[src/rtl/ram_arb_pkg.sv]
// Shared types for the RAM access arbiter: FSM states, port owner and read tag.
// No logic of its own.
// Owner encoding is also used to tag in-flight reads.
package ram_arb_pkg;

    typedef enum logic [1:0] {
        IDLE       = 2'd0,
        GRANT_CPU  = 2'd1,
        GRANT_HOST = 2'd2
    } arb_state_e;

    typedef enum logic {
        OWN_CPU  = 1'b0,
        OWN_HOST = 1'b1
    } owner_e;

    // One entry per in-flight read: whether a read was issued and who asked.
    typedef struct packed {
        logic   vld;
        owner_e own;
    } rd_tag_t;

endpackage

[src/rtl/rd_tag_pipe.sv]
// Delays the {valid, owner} tag of an issued read to line up with RAM data.
// Latency: RD_LAT cycles (RD_LAT is expected in 1..3).
// No backpressure: one tag enters every cycle and cannot be stalled.
module rd_tag_pipe
    import ram_arb_pkg::*;
#(
    parameter int RD_LAT = 1
) (
    input  logic    i_main_clock,
    input  logic    i_reset,
    input  rd_tag_t i_tag,
    output rd_tag_t o_tag
);

    rd_tag_t r_stage [RD_LAT];

    // Shift the tag one stage per cycle; reset drops every in-flight read.
    always_ff @(posedge i_main_clock) begin
        if (i_reset) begin
            for (int i = 0; i < RD_LAT; i++) begin
                r_stage[i] <= '0;
            end
        end else begin
            r_stage[0] <= i_tag;
            for (int i = 1; i < RD_LAT; i++) begin
                r_stage[i] <= r_stage[i-1];
            end
        end
    end

    assign o_tag = r_stage[RD_LAT-1];

endmodule

[src/rtl/ram_access_arbiter.sv]
// Round-robin arbiter sharing one RAM port between the CPU and the host loader.
// Latency: grant 1 cycle after request (2 under contention); read data RD_LAT+1 after grant.
// Backpressure: requesters hold *_req until *_gnt; CPU_STALL gates the CPU clock enable.
module ram_access_arbiter
    import ram_arb_pkg::*;
#(
    parameter int ADDR_W = 16,
    parameter int DATA_W = 16,
    parameter int RD_LAT = 1
) (
    input  logic              i_main_clock,
    input  logic              i_reset,
    input  logic              i_cpu_req,
    input  logic              i_cpu_write_en,
    input  logic [ADDR_W-1:0] i_cpu_address,
    input  logic [DATA_W-1:0] i_cpu_data,
    input  logic              i_host_req,
    input  logic              i_host_write_en,
    input  logic [ADDR_W-1:0] i_host_address,
    input  logic [DATA_W-1:0] i_host_data,
    output logic              o_cpu_gnt,
    output logic              o_host_gnt,
    output logic              o_cpu_stall,
    output logic [ADDR_W-1:0] o_ram_address,
    output logic [DATA_W-1:0] o_ram_data_in,
    output logic              o_ram_write_en,
    input  logic [DATA_W-1:0] i_data_from_ram,
    output logic              o_cpu_rdata_valid,
    output logic              o_host_rdata_valid,
    output logic [DATA_W-1:0] o_rdata
);

    arb_state_e        r_state;
    arb_state_e        w_state_nxt;
    owner_e            r_rr_last;
    owner_e            w_rr_nxt;
    logic              w_cpu_gnt;
    logic              w_host_gnt;
    rd_tag_t           w_tag_in;
    rd_tag_t           w_tag_out;
    logic              r_cpu_rvld;
    logic              r_host_rvld;
    logic [DATA_W-1:0] r_rdata;

    // State and round-robin pointer; the pointer remembers who was served last.
    always_ff @(posedge i_main_clock) begin
        if (i_reset) begin
            r_state   <= IDLE;
            r_rr_last <= OWN_HOST;
        end else begin
            r_state   <= w_state_nxt;
            r_rr_last <= w_rr_nxt;
        end
    end

    // Next state and grants. A grant needs its request still present, so a
    // request dropped before service is ignored; if the state owner has
    // dropped out, a waiting other side uses the slot instead of idling it.
    always_comb begin
        w_state_nxt = r_state;
        w_cpu_gnt   = 1'b0;
        w_host_gnt  = 1'b0;
        case (r_state)
            IDLE: begin
                if (i_cpu_req && i_host_req) begin
                    w_state_nxt = (r_rr_last == OWN_HOST) ? GRANT_CPU : GRANT_HOST;
                end else if (i_cpu_req) begin
                    w_state_nxt = GRANT_CPU;
                end else if (i_host_req) begin
                    w_state_nxt = GRANT_HOST;
                end else begin
                    w_state_nxt = IDLE;
                end
            end
            GRANT_CPU: begin
                w_cpu_gnt  = i_cpu_req;
                w_host_gnt = ~i_cpu_req & i_host_req;
                if (i_host_req) begin
                    w_state_nxt = GRANT_HOST;
                end else if (i_cpu_req) begin
                    w_state_nxt = GRANT_CPU;
                end else begin
                    w_state_nxt = IDLE;
                end
            end
            GRANT_HOST: begin
                w_host_gnt = i_host_req;
                w_cpu_gnt  = ~i_host_req & i_cpu_req;
                if (i_cpu_req) begin
                    w_state_nxt = GRANT_CPU;
                end else if (i_host_req) begin
                    w_state_nxt = GRANT_HOST;
                end else begin
                    w_state_nxt = IDLE;
                end
            end
            default: begin
                w_state_nxt = IDLE;
            end
        endcase
        if (i_reset) begin
            w_cpu_gnt  = 1'b0;
            w_host_gnt = 1'b0;
        end
        if (w_cpu_gnt) begin
            w_rr_nxt = OWN_CPU;
        end else if (w_host_gnt) begin
            w_rr_nxt = OWN_HOST;
        end else begin
            w_rr_nxt = r_rr_last;
        end
    end

    assign o_cpu_gnt      = w_cpu_gnt;
    assign o_host_gnt     = w_host_gnt;
    assign o_cpu_stall    = i_cpu_req & ~w_cpu_gnt;
    assign o_ram_address  = w_host_gnt ? i_host_address : i_cpu_address;
    assign o_ram_data_in  = w_host_gnt ? i_host_data    : i_cpu_data;
    assign o_ram_write_en = (w_cpu_gnt & i_cpu_write_en) | (w_host_gnt & i_host_write_en);

    // Only reads are tagged, so writes never produce a return pulse.
    assign w_tag_in.vld = (w_cpu_gnt & ~i_cpu_write_en) | (w_host_gnt & ~i_host_write_en);
    assign w_tag_in.own = w_host_gnt ? OWN_HOST : OWN_CPU;

    rd_tag_pipe #(
        .RD_LAT (RD_LAT)
    ) u_rd_tag_pipe (
        .i_main_clock (i_main_clock),
        .i_reset      (i_reset),
        .i_tag        (w_tag_in),
        .o_tag        (w_tag_out)
    );

    // Capture returned read data and steer the valid pulse to its owner.
    always_ff @(posedge i_main_clock) begin
        if (i_reset) begin
            r_cpu_rvld  <= 1'b0;
            r_host_rvld <= 1'b0;
            r_rdata     <= '0;
        end else begin
            r_cpu_rvld  <= w_tag_out.vld & (w_tag_out.own == OWN_CPU);
            r_host_rvld <= w_tag_out.vld & (w_tag_out.own == OWN_HOST);
            if (w_tag_out.vld) begin
                r_rdata <= i_data_from_ram;
            end
        end
    end

    assign o_cpu_rdata_valid  = r_cpu_rvld;
    assign o_host_rdata_valid = r_host_rvld;
    assign o_rdata            = r_rdata;

endmodule
[config.mk]
export PLATFORM = sky130hd
export DESIGN_NAME = ram_access_arbiter
export DESIGN_NICKNAME = d
export VERILOG_FILES = /design/src/rtl/ram_arb_pkg.sv /design/src/rtl/rd_tag_pipe.sv /design/src/rtl/ram_access_arbiter.sv
export SDC_FILE = /design/constraint.sdc
export NUM_CORES = 1
export LEC_CHECK = 0
export CAP_MARGIN = 20
export CORE_MARGIN = 8
export CORE_UTILIZATION = 31
export CTS_CLUSTER_SIZE = 20
export DETAILED_ROUTE_END_ITERATION = 6
export GPL_TIMING_DRIVEN = 0
export PLACE_DENSITY = 0.86
export SYNTH_ARGS = -nofsm -noshare
export SYNTH_HDL_FRONTEND = slang
export SYNTH_SLANG_ARGS = --single-unit
[constraint.sdc]
create_clock -name i_main_clock -period 4 [get_ports i_main_clock]
set_input_delay 1 -clock i_main_clock [delete_from_list [all_inputs] [get_ports i_main_clock]]
set_output_delay 1 -clock i_main_clock [all_outputs]
set_load 0.05 [all_outputs]
==> results.yml <==
synth:
  postSynthCellCount: 126
  ys_seq_elements: 23
  synth_compound_area_share_pct: 6.842
  ys.flop_type: "dfxtp_1"
  ys_types: 23
  synth_edf_count: 0
  synth_top_family_by_area: "multiplexers"
  yosysSeqAreaShare_pct: 34.49
  yosys_warnings: 0
  synth_nets: 217
  async_flop_share_pct: 0
  avgSynthCellArea_um2: 10.60
  synthesis.area_mm2: 0.001335
  synthAdderAreaFrac_pct: 4.686
  synthSimpleGateAreaFrac_pct: 9.747
  synthMuxAreaShare_pct: 38.99
  synth_xor_area_share_pct: 0
sta:
  setup_violations: 0
  hold_viol: 0
  maxSlewViolCount: 0
  worst_slew_pin_slew_ns: 0.5358
  fin_crit_sh_pct: 98.49
  skew_ns: 0.003323
  fin_hold_ws_ns: 0.4286
  fmax_mhz: 253.8
  setup_ws_ns: 0.06026
  layout_min_cycle_time_ns: 3.940
  max_slew_margin_pct: 64.22
layout:
  final_cell_mix: "105 x clkdlybuf4s50_1, 32 x mux2_2, 27 x clkbuf_2"
  final_common_cell: "clkdlybuf4s50_1"
  fin_nets: 365
  antenna_cells: 0
  drive_gt1_share_pct: 27.47
  area_delta_synth_final_pct: 104.3
power:
  swShare_pct: 31.94
  power.density_mw_per_mm2: 225.4
  ir_worst_vdd_mv: 0.1105
  p_comb_share_pct: 39.1
  p_int_mw: 0.4185
  p_total_mw: 0.6149
  p_clk_share_pct: 22.6
  p_switching_mw: 0.1964
  leakage_nw: 1.165
  pwr-share-seq_pct: 38.3
place:
  dp.final_hpwl_um: 4537
  gp_congestion: 0.7618
  post-place-ws_ns: -0.2739
  portBuffers: 139
cts:
  tritoncts: "done"
  root_buffer: "clkbuf_8"
  cts_buffer_depth: 2
  cts_sinks: 23
  clk_latency_ns: 0.26
  clkTransAtPathRegs_ns: 0.08
  h-tree-depth: 1
  cts_made_buffers: 3
worst_setup_path:
  slowest_delay_ns: 0.58
  end_kind: "output pin"
  path_delay_family: "buffers and inverters"
  cp.arrival_ns: 2.94
  crit_fanout: 7
  cp_num_cells: 6
  cp_cell_sequence: "clkdlybuf4s50_1 -> nor2b_2 -> o211ai_4 -> buf_4 -> mux2_2 -> dlygate4sd2_1"
  reg2reg_depth: 6
  crit_slowest_cell: "clkdlybuf4s50_1"
  cp.required_ns: 3.00
  start_kind: "input pin"
  crit_type: "input pin to output pin"
  worst-path-buf-inv: 3
job:
  drv_cap: 0
route:
  vias: 1519
  postRouteAntennaNets: 0
  first_pass_iters: 4
  drt_iter0_markers: 29
  wire_per_inst_um: 16.06
  route.detailed.drc: 0
  via_per_inst: 4.674
  routed_wl_um: 5218
floorplanning:
  start_util_pct: 31.31
  die_width_um: 81.63
  ioPinCount: 140
  fp-row-count: 24
  coreArea_mm2: 0.004264
  die-area_mm2: 0.006663
  die_height_um: 81.63
global_routing:
  antenna_found_initial: 0
  grt_use_total_pct: 14.94
  grt_pass1_wl_um: 7831
  grt_overflow_total: 0
  grt_pass1_vias: 1667
  grt_max_degree: 14
worst_hold_path:
  holdPathStages: 1
  hp-class: "flop to flop"
run_status:
  status: "completed"
## worst reg2reg max path: cells and delay by family (launching register included)
family	cells	cell delay, ns
and+or+nand+nor	1	0.18
adders and majority gates	1	0.20
AOI/OAI and AO/OA	2	0.38
DFF	1	0.37
buffers and inverters	2	0.29
## kinds of logic after synthesis
kind of cell             count (synthesis)
multiplexers                            48
AND/OR/NAND/NOR                         28
flip-flops                              23
buffers and inverters                   12
AO/OA/AOI/OAI                           10
adder cells (fa/ha/maj)                  5
## synth_stat cells (2+ instances only)
library cell  instances  area (um^2)
a21oi_1               3        15.01
mux2i_1              16        160.2
ha_1                  5        62.56
nor2_1               20        75.07
inv_1                 4        15.01
nor2b_1               2        12.51
buf_6                 3        33.78
buf_2                 2        10.01
o211a_1               3        30.03
clkbuf_1              2        7.510
mux2_2               32        360.4
dfxtp_1              23        460.4
## registers in the layout, indices dropped and copies added (netlist names)
register / flops
o_rdata: 16
u_rd_tag_pipe.r_stage: 2
o_host_rdata_valid: 1
r_rr_last: 1
r_state: 2
o_cpu_rdata_valid: 1
## per-layer routing
| layer | wire, um | up-vias | global-route usage (%) |
|---|---|---|---|
| met5 | 0 | - | 0 |
| met2 | 2601 | 94 | 26.33 |
| met4 | 81 | 0 | 4.211 |
| met1 | 1711 | 684 | 14.36 |
| li1 | - | 734 | - |
| met3 | 823 | 7 | 9.081 |
## path summary, 6_finish.rpt
kind,from,to,slack (ns)
setup / recovery,i_cpu_req,o_ram_address[2],0.06
hold reg to reg,u_rd_tag_pipe.r_stage[0][0],o_cpu_rdata_valid,0.43
setup reg to reg,r_state[1],u_rd_tag_pipe.r_stage[0][1],2.48
hold / removal,u_rd_tag_pipe.r_stage[0][0],o_cpu_rdata_valid,0.43
## layout make-up
type,instances,area [um^2]
repair buffers,143,1281
flip-flops and latches,23,460.4
well taps,52,65.06
fillers,377,1536
plain buffers,7,51.30
clock buffers,3,41.29
multi-input cells,91,804.5
inverters,5,18.77
clock inverters,1,5.005
## what timing repair did
item,in CTS,in global routing
setup buffers,0,4
setup endpoints to repair,33,28
hold buffers,0,0
resized for setup,33,55
pin swaps,0,1
## metrics by stage
stage	util (%)	instance area, um^2	setup TNS, ns	instances
2_1_floorplan	-	1335	0	126
3_3_place_gp	65.46	2791	-8.092	317
3_5_place_dp	65.46	2791	-7.631	317
4_1_cts	65.58	2796	0	321
5_1_grt	63.97	2728	-0.01213	325
6_report	63.97	2728	0	325
## power by group through the flow
stage,clock network (mW),registers [mW],logic (mW)
floorplan,0,0.246,0.120
global placement,0,0.241,0.255
detailed placement,0,0.241,0.259
CTS,0.142,0.235,0.246
global route,0.152,0.236,0.254
finish,0.139,0.235,0.241
(Power assumes the default switching activity.)
